--- config.mk ---
export PLATFORM = sky130hd
export DESIGN_NAME = abc_egress_pkt_buffer
export DESIGN_NICKNAME = d
export VERILOG_FILES = /design/src/rtl/abc_pkg.sv /design/src/rtl/abc_pkt_ram.sv /design/src/rtl/abc_egress_pkt_buffer.sv
export SDC_FILE = /design/constraint.sdc
export NUM_CORES = 1
export LEC_CHECK = 0
export BUFFER_PORTS_ARGS = -buffer_cell sky130_fd_sc_hd__buf_2
export CORE_ASPECT_RATIO = 0.75
export CORE_MARGIN = 2
export CORE_UTILIZATION = 37
export CTS_CLUSTER_SIZE = 28
export DETAILED_ROUTE_END_ITERATION = 8
export HOLD_SLACK_MARGIN = 0.15
export PLACE_DENSITY = 0.61
export SLEW_MARGIN = 30
export SYNTH_ARGS = -nofsm -noshare
export SYNTH_HDL_FRONTEND = slang
export SYNTH_SLANG_ARGS = --single-unit
--- constraint.sdc ---
create_clock -name clk -period 4.45 [get_ports clk]
set_clock_uncertainty 0.1 [all_clocks]
set_input_delay 1.335 -clock clk [delete_from_list [all_inputs] [get_ports clk]]
set_output_delay 1.335 -clock clk [all_outputs]
set_load 0.005 [all_outputs]
--- src/rtl/abc_pkg.sv ---
// -----------------------------------------------------------------------------
// abc_pkg
// Shared types for the ABC egress packet buffer.
//   ABC_DATA_W   : payload byte width
//   abc_entry_t  : one buffer entry {eop, qos, data}
//   abc_ing_st_e : ingress framing FSM states
// -----------------------------------------------------------------------------
package abc_pkg;

    localparam int ABC_DATA_W = 8;

    typedef struct packed {
        logic                  eop;
        logic                  qos;
        logic [ABC_DATA_W-1:0] data;
    } abc_entry_t;

    typedef enum logic [1:0] {
        IDLE = 2'd0,
        RECV = 2'd1,
        DROP = 2'd2
    } abc_ing_st_e;

endpackage

--- src/rtl/abc_pkt_ram.sv ---
// -----------------------------------------------------------------------------
// abc_pkt_ram
// DEPTH x abc_entry_t register array: one synchronous write port and one
// asynchronous (combinational) read port.
//   clk    : write clock
//   we     : write enable
//   waddr  : write address
//   wdata  : write entry
//   raddr  : read address
//   rdata  : entry at raddr, same cycle
// -----------------------------------------------------------------------------
module abc_pkt_ram
    import abc_pkg::*;
#(
    parameter int DEPTH = 16,
    localparam int AW   = $clog2(DEPTH)
) (
    input  logic          clk,
    input  logic          we,
    input  logic [AW-1:0] waddr,
    input  abc_entry_t    wdata,
    input  logic [AW-1:0] raddr,
    output abc_entry_t    rdata
);

    abc_entry_t mem [DEPTH];

    // NOTE: the storage array is deliberately left without reset; the pointers
    // alone decide which entries are meaningful, so resetting data buys nothing.
    always_ff @(posedge clk) begin
        if (we) begin
            mem[waddr] <= wdata;
        end
    end

    assign rdata = mem[raddr];

endmodule

--- src/rtl/abc_egress_pkt_buffer.sv ---
// -----------------------------------------------------------------------------
// abc_egress_pkt_buffer
// Store-and-forward packet buffer for one ABC_TOP output channel. Bytes are
// written tentatively at wr_ptr and become visible to the sink only when the
// packet's eop moves cm_ptr forward. Malformed, oversize and overflowing
// packets are rewound (wr_ptr <= cm_ptr) and counted.
//   clk, rst_n                      : clock, async active-low reset
//   in_data/sop/eop/qos/vld         : unbackpressured ingress byte stream
//   out_data/sop/eop/qos/valid      : FWFT head of committed data
//   out_ready                       : sink accept
//   pkt_ok_cnt / pkt_drop_cnt       : saturating packet statistics
//   orphan_err                      : 1-cycle pulse for a byte outside a packet
// -----------------------------------------------------------------------------
module abc_egress_pkt_buffer
    import abc_pkg::*;
#(
    parameter int DEPTH   = 16,
    parameter int MAX_LEN = 8,
    parameter int CNT_W   = 16
) (
    input  logic                  clk,
    input  logic                  rst_n,
    input  logic [ABC_DATA_W-1:0] in_data,
    input  logic                  in_sop,
    input  logic                  in_eop,
    input  logic                  in_qos,
    input  logic                  in_vld,
    output logic [ABC_DATA_W-1:0] out_data,
    output logic                  out_sop,
    output logic                  out_eop,
    output logic                  out_qos,
    output logic                  out_valid,
    input  logic                  out_ready,
    output logic [CNT_W-1:0]      pkt_ok_cnt,
    output logic [CNT_W-1:0]      pkt_drop_cnt,
    output logic                  orphan_err
);

    localparam int AW     = $clog2(DEPTH);
    localparam int ADDR_W = AW + 1;
    localparam int LEN_W  = $clog2(MAX_LEN + 1);
    localparam logic [ADDR_W-1:0] DEPTH_A   = ADDR_W'(DEPTH);
    localparam logic [LEN_W-1:0]  MAX_LEN_L = LEN_W'(MAX_LEN);

    abc_ing_st_e       st, st_nxt;
    logic [ADDR_W-1:0] wr_ptr, cm_ptr, rd_ptr;
    logic [ADDR_W-1:0] wr_nxt, cm_nxt;
    logic [LEN_W-1:0]  len, len_nxt;
    logic              qos_q, qos_nxt;
    logic              sop_pend;
    logic              orphan_nxt;

    logic              we;
    logic [AW-1:0]     waddr;
    abc_entry_t        wdata;
    abc_entry_t        head;

    logic              ok_inc;
    logic [1:0]        drop_inc;
    logic [CNT_W:0]    ok_sum, drop_sum;
    logic [CNT_W-1:0]  ok_nxt, drop_nxt;

    logic              wr_full, cm_full, xfer;

    // Both use rd_ptr before any same-cycle read, so a read never frees space
    // in the cycle it happens. cm_full is the space seen by a new sop, which
    // always starts at cm_ptr (an in-flight packet it aborts is rewound).
    assign wr_full = (wr_ptr - rd_ptr) == DEPTH_A;
    assign cm_full = (cm_ptr - rd_ptr) == DEPTH_A;

    abc_pkt_ram #(.DEPTH(DEPTH)) u_ram (
        .clk   (clk),
        .we    (we),
        .waddr (waddr),
        .wdata (wdata),
        .raddr (rd_ptr[AW-1:0]),
        .rdata (head)
    );

    // ------------------------------------------------------------------ egress
    assign out_valid = (rd_ptr != cm_ptr);
    assign xfer      = out_valid & out_ready;
    assign out_data  = out_valid ? head.data : '0;
    assign out_eop   = out_valid & head.eop;
    assign out_qos   = out_valid & head.qos;
    assign out_sop   = out_valid & sop_pend;

    // ------------------------------------------------------------ ingress FSM
    // NOTE: every signal assigned in this block gets a default first, so no
    // path through the case logic can leave one unassigned and infer a latch.
    always_comb begin
        st_nxt     = st;
        wr_nxt     = wr_ptr;
        cm_nxt     = cm_ptr;
        len_nxt    = len;
        qos_nxt    = qos_q;
        we         = 1'b0;
        waddr      = wr_ptr[AW-1:0];
        wdata      = '{eop: in_eop, qos: qos_q, data: in_data};
        ok_inc     = 1'b0;
        drop_inc   = 2'd0;
        orphan_nxt = 1'b0;

        if (in_vld) begin
            if (in_sop) begin
                // A sop mid-packet aborts the packet in flight; the new sop is
                // then handled exactly as from IDLE, based at cm_ptr.
                if (st == RECV) begin
                    drop_inc = drop_inc + 2'd1;
                end
                wr_nxt = cm_ptr;
                if (cm_full) begin
                    drop_inc = drop_inc + 2'd1;
                    st_nxt   = in_eop ? IDLE : DROP;
                end else begin
                    we        = 1'b1;
                    waddr     = cm_ptr[AW-1:0];
                    wdata.qos = in_qos;
                    qos_nxt   = in_qos;
                    len_nxt   = LEN_W'(1);
                    wr_nxt    = cm_ptr + 1'b1;
                    if (in_eop) begin
                        cm_nxt = cm_ptr + 1'b1;
                        ok_inc = 1'b1;
                        st_nxt = IDLE;
                    end else begin
                        st_nxt = RECV;
                    end
                end
            end else begin
                case (st)
                    IDLE: orphan_nxt = 1'b1;
                    RECV: begin
                        if (wr_full || len == MAX_LEN_L) begin
                            wr_nxt   = cm_ptr;
                            drop_inc = 2'd1;
                            st_nxt   = in_eop ? IDLE : DROP;
                        end else begin
                            we      = 1'b1;
                            wr_nxt  = wr_ptr + 1'b1;
                            len_nxt = len + 1'b1;
                            if (in_eop) begin
                                cm_nxt = wr_ptr + 1'b1;
                                ok_inc = 1'b1;
                                st_nxt = IDLE;
                            end
                        end
                    end
                    DROP: begin
                        if (in_eop) begin
                            st_nxt = IDLE;
                        end
                    end
                    default: st_nxt = IDLE;
                endcase
            end
        end

        // Saturating counters: the carry-out bit flags an overflow.
        ok_sum   = {1'b0, pkt_ok_cnt} + (CNT_W+1)'(ok_inc);
        drop_sum = {1'b0, pkt_drop_cnt} + (CNT_W+1)'(drop_inc);
        ok_nxt   = ok_sum[CNT_W]   ? '1 : ok_sum[CNT_W-1:0];
        drop_nxt = drop_sum[CNT_W] ? '1 : drop_sum[CNT_W-1:0];
    end

    // NOTE: state registers use non-blocking assignments so every flop samples
    // the pre-edge values, independent of statement order.
    always_ff @(posedge clk or negedge rst_n) begin
        if (!rst_n) begin
            st           <= IDLE;
            wr_ptr       <= '0;
            cm_ptr       <= '0;
            rd_ptr       <= '0;
            len          <= '0;
            qos_q        <= 1'b0;
            sop_pend     <= 1'b1;
            orphan_err   <= 1'b0;
            pkt_ok_cnt   <= '0;
            pkt_drop_cnt <= '0;
        end else begin
            st           <= st_nxt;
            wr_ptr       <= wr_nxt;
            cm_ptr       <= cm_nxt;
            rd_ptr       <= rd_ptr + ADDR_W'(xfer);
            len          <= len_nxt;
            qos_q        <= qos_nxt;
            orphan_err   <= orphan_nxt;
            pkt_ok_cnt   <= ok_nxt;
            pkt_drop_cnt <= drop_nxt;
            if (xfer) begin
                // The byte after an eop is the next packet's first byte.
                sop_pend <= head.eop;
            end
        end
    end

endmodule

==> impl_metrics.ini, run 1 <==
[floorplanning]
die_h_um = 144
die_area_um2 = 27500
core_um2 = 25800
ioPinCount = 60
die_x_um = 191
rows = 51
start_util_pct = 37.5

[sta]
finalCritPeriodShare_pct = 93.7
period_minus_slack_ns = 4.17
holdWs_ns = 0.411
worst_slew_pin_slew_ns = 0.872
slew_viol_final = 0
rsz0062_at_grt = no
tns_ns = 0
slew-limit-headroom_pct = 41.8
fmax_mhz = 240
report.final.hold_viol_count = 0
setup_viol = 0

[setup_path]
critPathKind = flop to output pin
cpMaxStageDelayCell = mux4_2
start_kind = flop
rr_endpoint = pkt_drop_cnt[0]
r2r_cells = 17
r2r-start = cm_ptr[1]
r2r_slack_ns = 0.36
critical_path_peak_fanout = 42
cpMostUsedCell = mux4_2
cp_data_required_time_ns = 3.01
path_cells = buf_12 -> mux4_2 -> mux4_2 -> nor2b_1 -> buf_2
slowest_delay_ns = 0.57
crit_buf_inv = 2
crit_arrival_ns = 2.74
end_kind = output pin
cp_top_family = multiplexers

[cells_and_area]
drive_gt1_share_pct = 28.0
layout_common_cells = edfxtp_1 (160), buf_2 (59), dfrtp_1 (53), mux4_2 (50), nand2_1 (44)
final_nets = 767
area_growth_pct = 17.8
layout_commonest_cell = edfxtp_1
antenna_cells = 0

[yosys]
synthTopCellsByArea = edfxtp_1 (50%), dfrtp_1 (14%), mux4_2 (12%), ha_1 (2.8%), nand2_1 (1.7%)
synth_top_cell_area_share_pct = 49.6
synth_top_cell_by_area = edfxtp_1
synth_ff_type = edfxtp_1
synth_edf_count = 160
ys_seq_area_share_pct = 64.1
synthesis.nets = 674
synth_area_um2 = 9690
syn_inst = 636
synth_seq_cells = 216
synth.distinct_cells = 66
async_flop_share_pct = 25.9
avgSynthCellArea_um2 = 15.2
yosysWarnings = 0

[placed_design]
place.gp.congestion = 0.824
buffer_ports.inserted = 59
dp_hpwl_um = 14200

[status]
status = complete, no violations

[power]
seqPwrFrac_pct = 36.9
intPower_mw = 4.91
comb_power_share_pct = 34.9
pwr-share-clk_pct = 28.2
powerDensity_nw_per_um2 = 635
leakage_nw = 4.35
ir_drop_v = 0.000276
switching_power_mw = 2.34
switching_share_pct = 32.3

[clock_tree]
hold_buffers = 0
cts_made_buffers = 23
post_cts_buffers = 0
cts_root_buf = clkbuf_16
htree_levels = 1
ctsResizeCount = 0
clock_latency_ns = 0.51
cts_tree = built
clock-sinks = 216
cts_buffer_depth = 3
clk_pin_slew_ns = 0.06

[min_path]
hold_path_end = rd_ptr[3]
min_path_type = flop to flop
whs_path_depth = 1
min-delay-start = rd_ptr[3]

[routing]
wl_per_cell_um = 19.6
ant_nets = 0
route.detailed.drc = 0
via_per_inst = 5.16
num_vias = 5626
drt_iter0_markers = 421
routed_wl_um = 21400
first_pass_iters = 5

[grt]
grt_pass1_vias = 5654
grt.overflow.total = 0
grt_max_degree = 43
grt_use_total_pct = 16.1
antenna_found_initial = 1
grt_pass1_wl_um = 33500

[run]
max_cap_viol_count = 0
[power by group through the flow]
stage	clock, mW	combinational [mW]	sequential, mW
global route	2.17	2.77	2.70
floorplan	0	1.79	2.63
CTS	2.08	2.56	2.67
detailed placement	0	2.54	2.71
global placement	0	2.52	2.71
finish	2.04	2.53	2.67
[worst reg2reg max path: cells and delay by family (launching register included)]
kind | cells | cell delay, ns
DFF | 1 | 0.47
adders and majority gates | 4 | 1.24
and+or+nand+nor | 10 | 1.85
buffers and inverters | 1 | 0.06
AOI/OAI and AO/OA | 2 | 0.33
[metal layers]
metal | vias to the layer above | share of wire [%] | global-route usage [%]
li1 | 2610 | - | -
met4 | 0 | 1.3 | 3.22
met5 | - | 0 | 0
met3 | 21 | 4.2 | 2.67
met2 | 127 | 45 | 25.1
met1 | 2868 | 49 | 24.0
[worst max-delay path by stage]
| stage | slack [ns] | endpoint | depth (start not counted) | start |
|---|---|---|---|---|
| CTS | 0.16 | pkt_drop_cnt[0] | 17 | cm_ptr[1] |
| global route | 0.07 | pkt_drop_cnt[0] | 17 | cm_ptr[1] |
| finish | 0.28 | out_data[7] | 5 | rd_ptr[0] |
| floorplan | 0.04 | pkt_drop_cnt[6] | 20 | rd_ptr[2] |
| detailed placement | 0.18 | pkt_drop_cnt[0] | 17 | cm_ptr[1] |
| global placement | 0.21 | u_ram.mem[10][9] | 7 | in_sop |
[per-stage QoR]
stage | power, mW | area [um^2] | utilization (%) | setup WS (ns) | instances
after CTS | 7.31 | 11400 | 44.1 | 0.165 | 1090
after global placement | 5.23 | 10600 | 41.0 | 0.212 | 1048
final | 7.25 | 11400 | 44.2 | 0.279 | 1090
after global routing | 7.65 | 11400 | 44.2 | 0.0736 | 1090
after floorplan | 4.42 | 9690 | - | 0.0352 | 636
after detailed placement | 5.25 | 10600 | 41.0 | 0.183 | 1048
[synthesized netlist by cell type, types with 2 or more instances]
cell	instances
a22oi_1	2
nor2b_1	19
o21ai_0	14
dfrtp_1	55
xnor2_1	16
nor4_1	4
nand3_1	22
and2_1	5
edfxtp_1	160
o21a_1	2
nand2_1	44
and3_1	6
a31oi_1	9
mux4_2	50
nand4_1	5
a21oi_1	12
mux2_2	4
a21o_1	3
xor2_1	15
or2_2	5
o2111a_1	2
o211ai_1	2
o221ai_1	2
inv_1	26
a221o_1	2
o22ai_1	3
nand2b_1	5
buf_2	7
nor2_1	41
nor3_1	7
mux2i_1	11
a32oi_1	2
nand3b_1	2
clkbuf_1	18
and3b_1	2
ha_1	22
[logic make-up after synthesis]
logic type	synth area share, %
DFF	64.1
and+or+nand+nor	9.50
AOI/OAI and AO/OA	4.98
muxes	13.2
buffers and inverters	2.22
xor gates and xnor gates	2.97
adders and majority gates	3.05
[registers in the layout, indices dropped and copies added, names as in the netlist]
register      cells
pkt_ok_cnt       16
orphan_err        1
rd_ptr            5
len               4
st                2
cm_ptr            5
sop_pend          1
qos_q             1
u_ram.mem       160
wr_ptr            5
pkt_drop_cnt     16
[area by class of cell]
type | instances | area [um^2]
Sequential cell | 216 | 6210
Multi-Input combinational cell | 367 | 3290
Clock buffer | 28 | 594
Timing Repair Buffer | 94 | 571
Clock inverter | 14 | 219
Inverter | 27 | 101
Tap cell | 344 | 430
Fill cell | 2308 | 14400
Note: power is estimated with default switching activity, not from simulation.
==> run 2: changes to the inputs <==
==> constraint.sdc (replaced) <==
create_clock -name clk -period 4.45 [get_ports clk]
set_clock_uncertainty 0.1 [all_clocks]
set_input_delay 1.335 -clock clk [delete_from_list [all_inputs] [get_ports clk]]
set_output_delay 1.335 -clock clk [all_outputs]
set_load 0.05 [all_outputs]
==> impl_metrics.ini, run 2 (synthesis gave the netlist of run 1 again) <==
[floorplanning]
die_area_um2 = 27500
core_um2 = 25800
die_h_um = 144
rows = 51
die_x_um = 191
ioPinCount = 60
start_util_pct = 37.5

[setup_path]
cpMaxStageDelayCell = mux4_2
r2r_cells = 17
cpMostUsedCell = mux4_2
critPathKind = flop to output pin
crit_start = rd_ptr[0]
start_kind = flop
r2r_slack_ns = 0.40
path_cells = buf_4 -> mux4_2 -> mux4_2 -> nor2b_1 -> buf_2
rr_endpoint = pkt_drop_cnt[1]
slowest_delay_ns = 0.60
critical_path_peak_fanout = 26
cp_data_required_time_ns = 3.01
r2r-start = cm_ptr[1]
endpoint = out_data[1]
end_kind = output pin
crit_arrival_ns = 2.80

[run]
max_cap_viol_count = 0

[clock_tree]
cts_tree = built
htree_levels = 1
clk_pin_slew_ns = 0.06
cts_root_buf = clkbuf_16
cts_buffer_depth = 3
clock_latency_ns = 0.51
clock-sinks = 216
hold_buffers = 0
cts_made_buffers = 22

[routing]
routed_wl_um = 21000
drt_iter0_markers = 477
wl_met2_um = 9270
num_vias = 5628
route.detailed.drc = 0
wl_met3_um = 1140
ant_nets = 0
first_pass_iters = 5
highest_layer = met4
via_per_inst = 5.11
wl_per_cell_um = 19.1
wirelength_met1_um = 10200

[grt]
grt_use_total_pct = 15.6
grt_pass1_vias = 5410
grt_pass1_wl_um = 32400
antenna_found_initial = 1
grt.overflow.total = 0
grt_max_degree = 43

[sta]
rsz0062_at_grt = no
tns_ns = 0
period_minus_slack_ns = 4.24
report.final.hold_viol_count = 0
worst_slew_pin_slew_ns = 0.834
fmax_mhz = 236
slew-limit-headroom_pct = 44.2
setup_viol = 0
finalCritPeriodShare_pct = 95.2
slew_viol_final = 0

[power]
leakage_nw = 4.38
finalPower_mw = 7.59
powerDensity_nw_per_um2 = 665
ir_drop_v = 0.000361

[cells_and_area]
multi_input_area_um2 = 3300
layout_common_cells = edfxtp_1 (160), buf_2 (59), dfrtp_1 (52), mux4_2 (50), buf_4 (47)
drive_gt1_share_pct = 29.0
layout_commonest_cell = edfxtp_1
largest_reg_flops = 160
seq_area_um2 = 6210
area_growth_pct = 17.8
stdcell_count = 1101
regMostFlops = u_ram.mem
n_fill_cell = 2322
final_nets = 778
largestRegisters = u_ram.mem (160), pkt_drop_cnt (16), pkt_ok_cnt (16)

[placed_design]
buffer_ports.inserted = 59
place.gp.congestion = 0.821
dpl.cell_count = 1058
dp_hpwl_um = 14000

[status]
status = complete, no violations

[min_path]
min_path_type = flop to flop
min-delay-start = rd_ptr[3]
## run 2: changes by cell type in the layout (fill, tap and decap cells not counted), sizes merged
cell      previous run  this run
clkinvlp             3         1
bufinv               5         2
clkinv               5         6
diode                0         1
buf                 94       106
clkbuf              28        30
## run 2: worst max-delay path: cells and delay by family, from the launching register on
kind	cells	cell delay (ns)
buffers and inverters	2	0.66
and+or+nand+nor	1	0.15
muxes	2	1.09
DFF	1	0.37
## run 2: worst min-delay path by stage
stage	endpoint	slack, ns	cells past startpoint
6_report	rd_ptr[3]	0.41	1
5_1_grt	rd_ptr[3]	0.41	1
4_1_cts	rd_ptr[3]	0.40	1
3_5_place_dp	rd_ptr[3]	0.39	1
3_3_place_gp	rd_ptr[3]	0.38	1
2_1_floorplan	rd_ptr[3]	0.37	1
## run 2: what timing repair did
| action | 4_1_cts | 5_1_grt |
|---|---|---|
| setup endpoints to repair | 0 | 15 |
| setup buffers | 0 | 2 |
| resized for setup | 0 | 6 |
## run 2: layout make-up
type | count | share of cell area (%)
Multi-Input combinational cell | 367 | 29.0
Antenna cell | 1 | 0.0219
Inverter | 27 | 0.888
Clock buffer | 30 | 5.26
Timing Repair Buffer | 106 | 5.68
Sequential cell | 216 | 54.4
Tap cell | 344 | 3.77
Clock inverter | 10 | 1.01
## run 2: stage by stage
stage	cell area (um^2)	util (%)	hold WS (ns)	worst slack (ns)
after floorplan	9700	-	0.367	0.00804
after global placement	10700	41.2	0.382	0.160
after detailed placement	10700	41.2	0.388	0.0908
after CTS	11400	44.0	0.401	0.0450
after global routing	11400	44.2	0.410	0.0357
final	11400	44.2	0.405	0.213
## run 2: metal layers
layer,up-vias,GRT usage (%)
met4,0,3.59
met5,-,0
li1,2642,-
met3,28,2.64
met1,2823,23.8
met2,135,23.3
## run 2: power breakdown
| group | internal, mW | total (mW) | switching, mW |
|---|---|---|---|
| registers | 2.46 | 2.66 | 0.197 |
| logic | 1.23 | 3.10 | 1.87 |
| clock network | 1.07 | 1.83 | 0.764 |
==> run 3: changes to the inputs <==
--- a/config.mk
+++ b/config.mk
@@ -6,13 +6,15 @@
 export NUM_CORES = 1
 export LEC_CHECK = 0
 export BUFFER_PORTS_ARGS = -buffer_cell sky130_fd_sc_hd__buf_2
+export CELL_PAD_IN_SITES_DETAIL_PLACEMENT = 0
+export CELL_PAD_IN_SITES_GLOBAL_PLACEMENT = 1
 export CORE_ASPECT_RATIO = 0.75
 export CORE_MARGIN = 2
 export CORE_UTILIZATION = 37
 export CTS_CLUSTER_SIZE = 28
 export DETAILED_ROUTE_END_ITERATION = 8
 export HOLD_SLACK_MARGIN = 0.15
-export PLACE_DENSITY = 0.61
+export PLACE_DENSITY = 0.67
 export SLEW_MARGIN = 30
 export SYNTH_ARGS = -nofsm -noshare
 export SYNTH_HDL_FRONTEND = slang
==> constraint.sdc (replaced) <==
create_clock -name clk -period 4.9 [get_ports clk]
set_clock_uncertainty 0.1 [all_clocks]
set_input_delay 1.47 -clock clk [delete_from_list [all_inputs] [get_ports clk]]
set_output_delay 1.47 -clock clk [all_outputs]
set_load 0.05 [all_outputs]
==> impl_metrics.ini, run 3 (synthesis gave the netlist of run 1 again) <==
[floorplanning]
die_x_um = 191
start_util_pct = 37.5
die_h_um = 144
die_area_um2 = 27500
rows = 51
core_um2 = 25800
ioPinCount = 60

[setup_path]
crit_arrival_ns = 2.94
cpMostUsedCell = mux4_2
start_kind = flop
path_cells = buf_4 -> mux4_2 -> mux4_2 -> nor2b_1 -> buf_2
r2r_slack_ns = 0.45
critPathKind = flop to output pin
end_kind = output pin
cpMaxStageDelayCell = mux4_2
cp_data_required_time_ns = 3.33
slowest_delay_ns = 0.61
critical_path_peak_fanout = 32

[grt]
use_met3_pct = 2.64
grt_max_degree = 43
grt.overflow.total = 0
met1_usage_pct = 23.7
antenna_found_initial = 0
grt_use_total_pct = 16.0
grt_busiest_layer = met2
grt_pass1_vias = 5860
grt_pass1_wl_um = 33900
use_met2_pct = 25.0

[clock_tree]
ctsResizeCount = 0
cts_root_buf = clkbuf_16
hold_buffers = 0
cts_made_buffers = 23
clock_latency_ns = 0.52
clk_pin_slew_ns = 0.06
htree_levels = 1
clock-sinks = 216
cts_tree = built
post_cts_buffers = 0
cts_buffer_depth = 3

[cells_and_area]
n_fill_cell = 2293
layout_common_cells = edfxtp_1 (160), buf_2 (59), dfrtp_1 (54), mux4_2 (50), nand2_1 (44)
area_growth_pct = 16.3
drive_gt1_share_pct = 27.0
regMostFlops = u_ram.mem
layout_commonest_cell = edfxtp_1
multi_input_area_um2 = 3280
largestRegisters = u_ram.mem (160), pkt_drop_cnt (16), pkt_ok_cnt (16)
final_nets = 764
largest_reg_flops = 160
antenna_cells = 0
seq_area_um2 = 6210

[placed_design]
dp_hpwl_um = 14300
buffer_ports.inserted = 59
place.gp.congestion = 0.865
dp_slack_ns = 0.400

[routing]
via_per_inst = 5.28
ant_nets = 0
routed_wl_um = 21500
wl_per_cell_um = 19.9
num_vias = 5714
first_pass_iters = 4
drt_iter0_markers = 450
route.detailed.drc = 0

[sta]
rsz0062_at_grt = no
tns_ns = 0
setup_slack_ns = 0.394
setup_viol = 0
slew-limit-headroom_pct = 48.4
fmax_mhz = 222
report.final.hold_viol_count = 0
finalCritPeriodShare_pct = 92.0
period_minus_slack_ns = 4.51
slew_viol_final = 0
worst_slew_pin_slew_ns = 0.774

[min_path]
min_path_type = flop to flop

[power]
leakage_nw = 4.29
pwr-share-clk_pct = 24.1
comb_power_share_pct = 40.7
ir_drop_v = 0.000354
switching_share_pct = 37.6
powerDensity_nw_per_um2 = 610
switching_power_mw = 2.58
intPower_mw = 4.29
seqPwrFrac_pct = 35.2

[status]
status = complete, no violations

[run]
max_cap_viol_count = 0
-- run 3: cell count changes in the layout (fill, tap and decap cells not counted), moves of 2 or more --
cell,change
buf_4,-15
clkbuf_1,-3
nor2_1,-3
nor2_2,+3
clkbuf_8,-2
clkinv_1,+2
dfrtp_1,+2
dfrtp_2,-2
-- run 3: through the flow --
step | instances | util [%] | hold WS [ns] | total power [mW] | instance area (um^2)
3_5_place_dp | 1045 | 40.9 | 0.387 | 5.28 | 10600
2_1_floorplan | 636 | - | 0.367 | 4.51 | 9690
6_report | 1082 | 43.6 | 0.401 | 6.87 | 11300
5_1_grt | 1082 | 43.6 | 0.423 | 7.24 | 11300
3_3_place_gp | 1045 | 40.8 | 0.385 | 5.22 | 10500
4_1_cts | 1082 | 43.6 | 0.400 | 6.95 | 11300
-- run 3: power groups by stage --
stage               clock (mW)  sequential, mW  combinational (mW)
floorplan                    0            2.53                1.99
CTS                       1.70            2.42                2.83
global route              1.77            2.45                3.02
finish                    1.65            2.42                2.79
detailed placement           0            2.46                2.82
global placement             0            2.44                2.78
-- run 3: worst paths after layout --
check | startpoint | to | cells after the start
max | rd_ptr[0] | out_data[6] | 5
max reg2reg | cm_ptr[1] | pkt_drop_cnt[7] | 17
min | rd_ptr[3] | rd_ptr[3] | 1
min reg2reg | rd_ptr[3] | rd_ptr[3] | 1
min in group asynchronous | rst_n | len[3] | 1
max in group asynchronous | rst_n | sop_pend | 2
-- run 3: metal layers --
metal	vias to the layer above	part of all wire [%]
li1	2599	-
met4	0	1.6
met2	164	46
met5	-	0
met1	2924	48
met3	27	5.1
-- run 3: worst max-delay path: cells and delay by family (launching register included) --
| family | cells | cell delay [ns] |
|---|---|---|
| mux | 2 | 1.10 |
| buf+inv | 2 | 0.74 |
| flops | 1 | 0.39 |
| simple gates | 1 | 0.15 |
-- run 3: layout make-up --
type	count	area share, %
multi-input combinational	367	29.1
timing repair buffer	91	4.75
inverter	27	0.899
tap	344	3.82
sequential	216	55.1
clock inverter	11	1.08
clock buffer	26	5.21
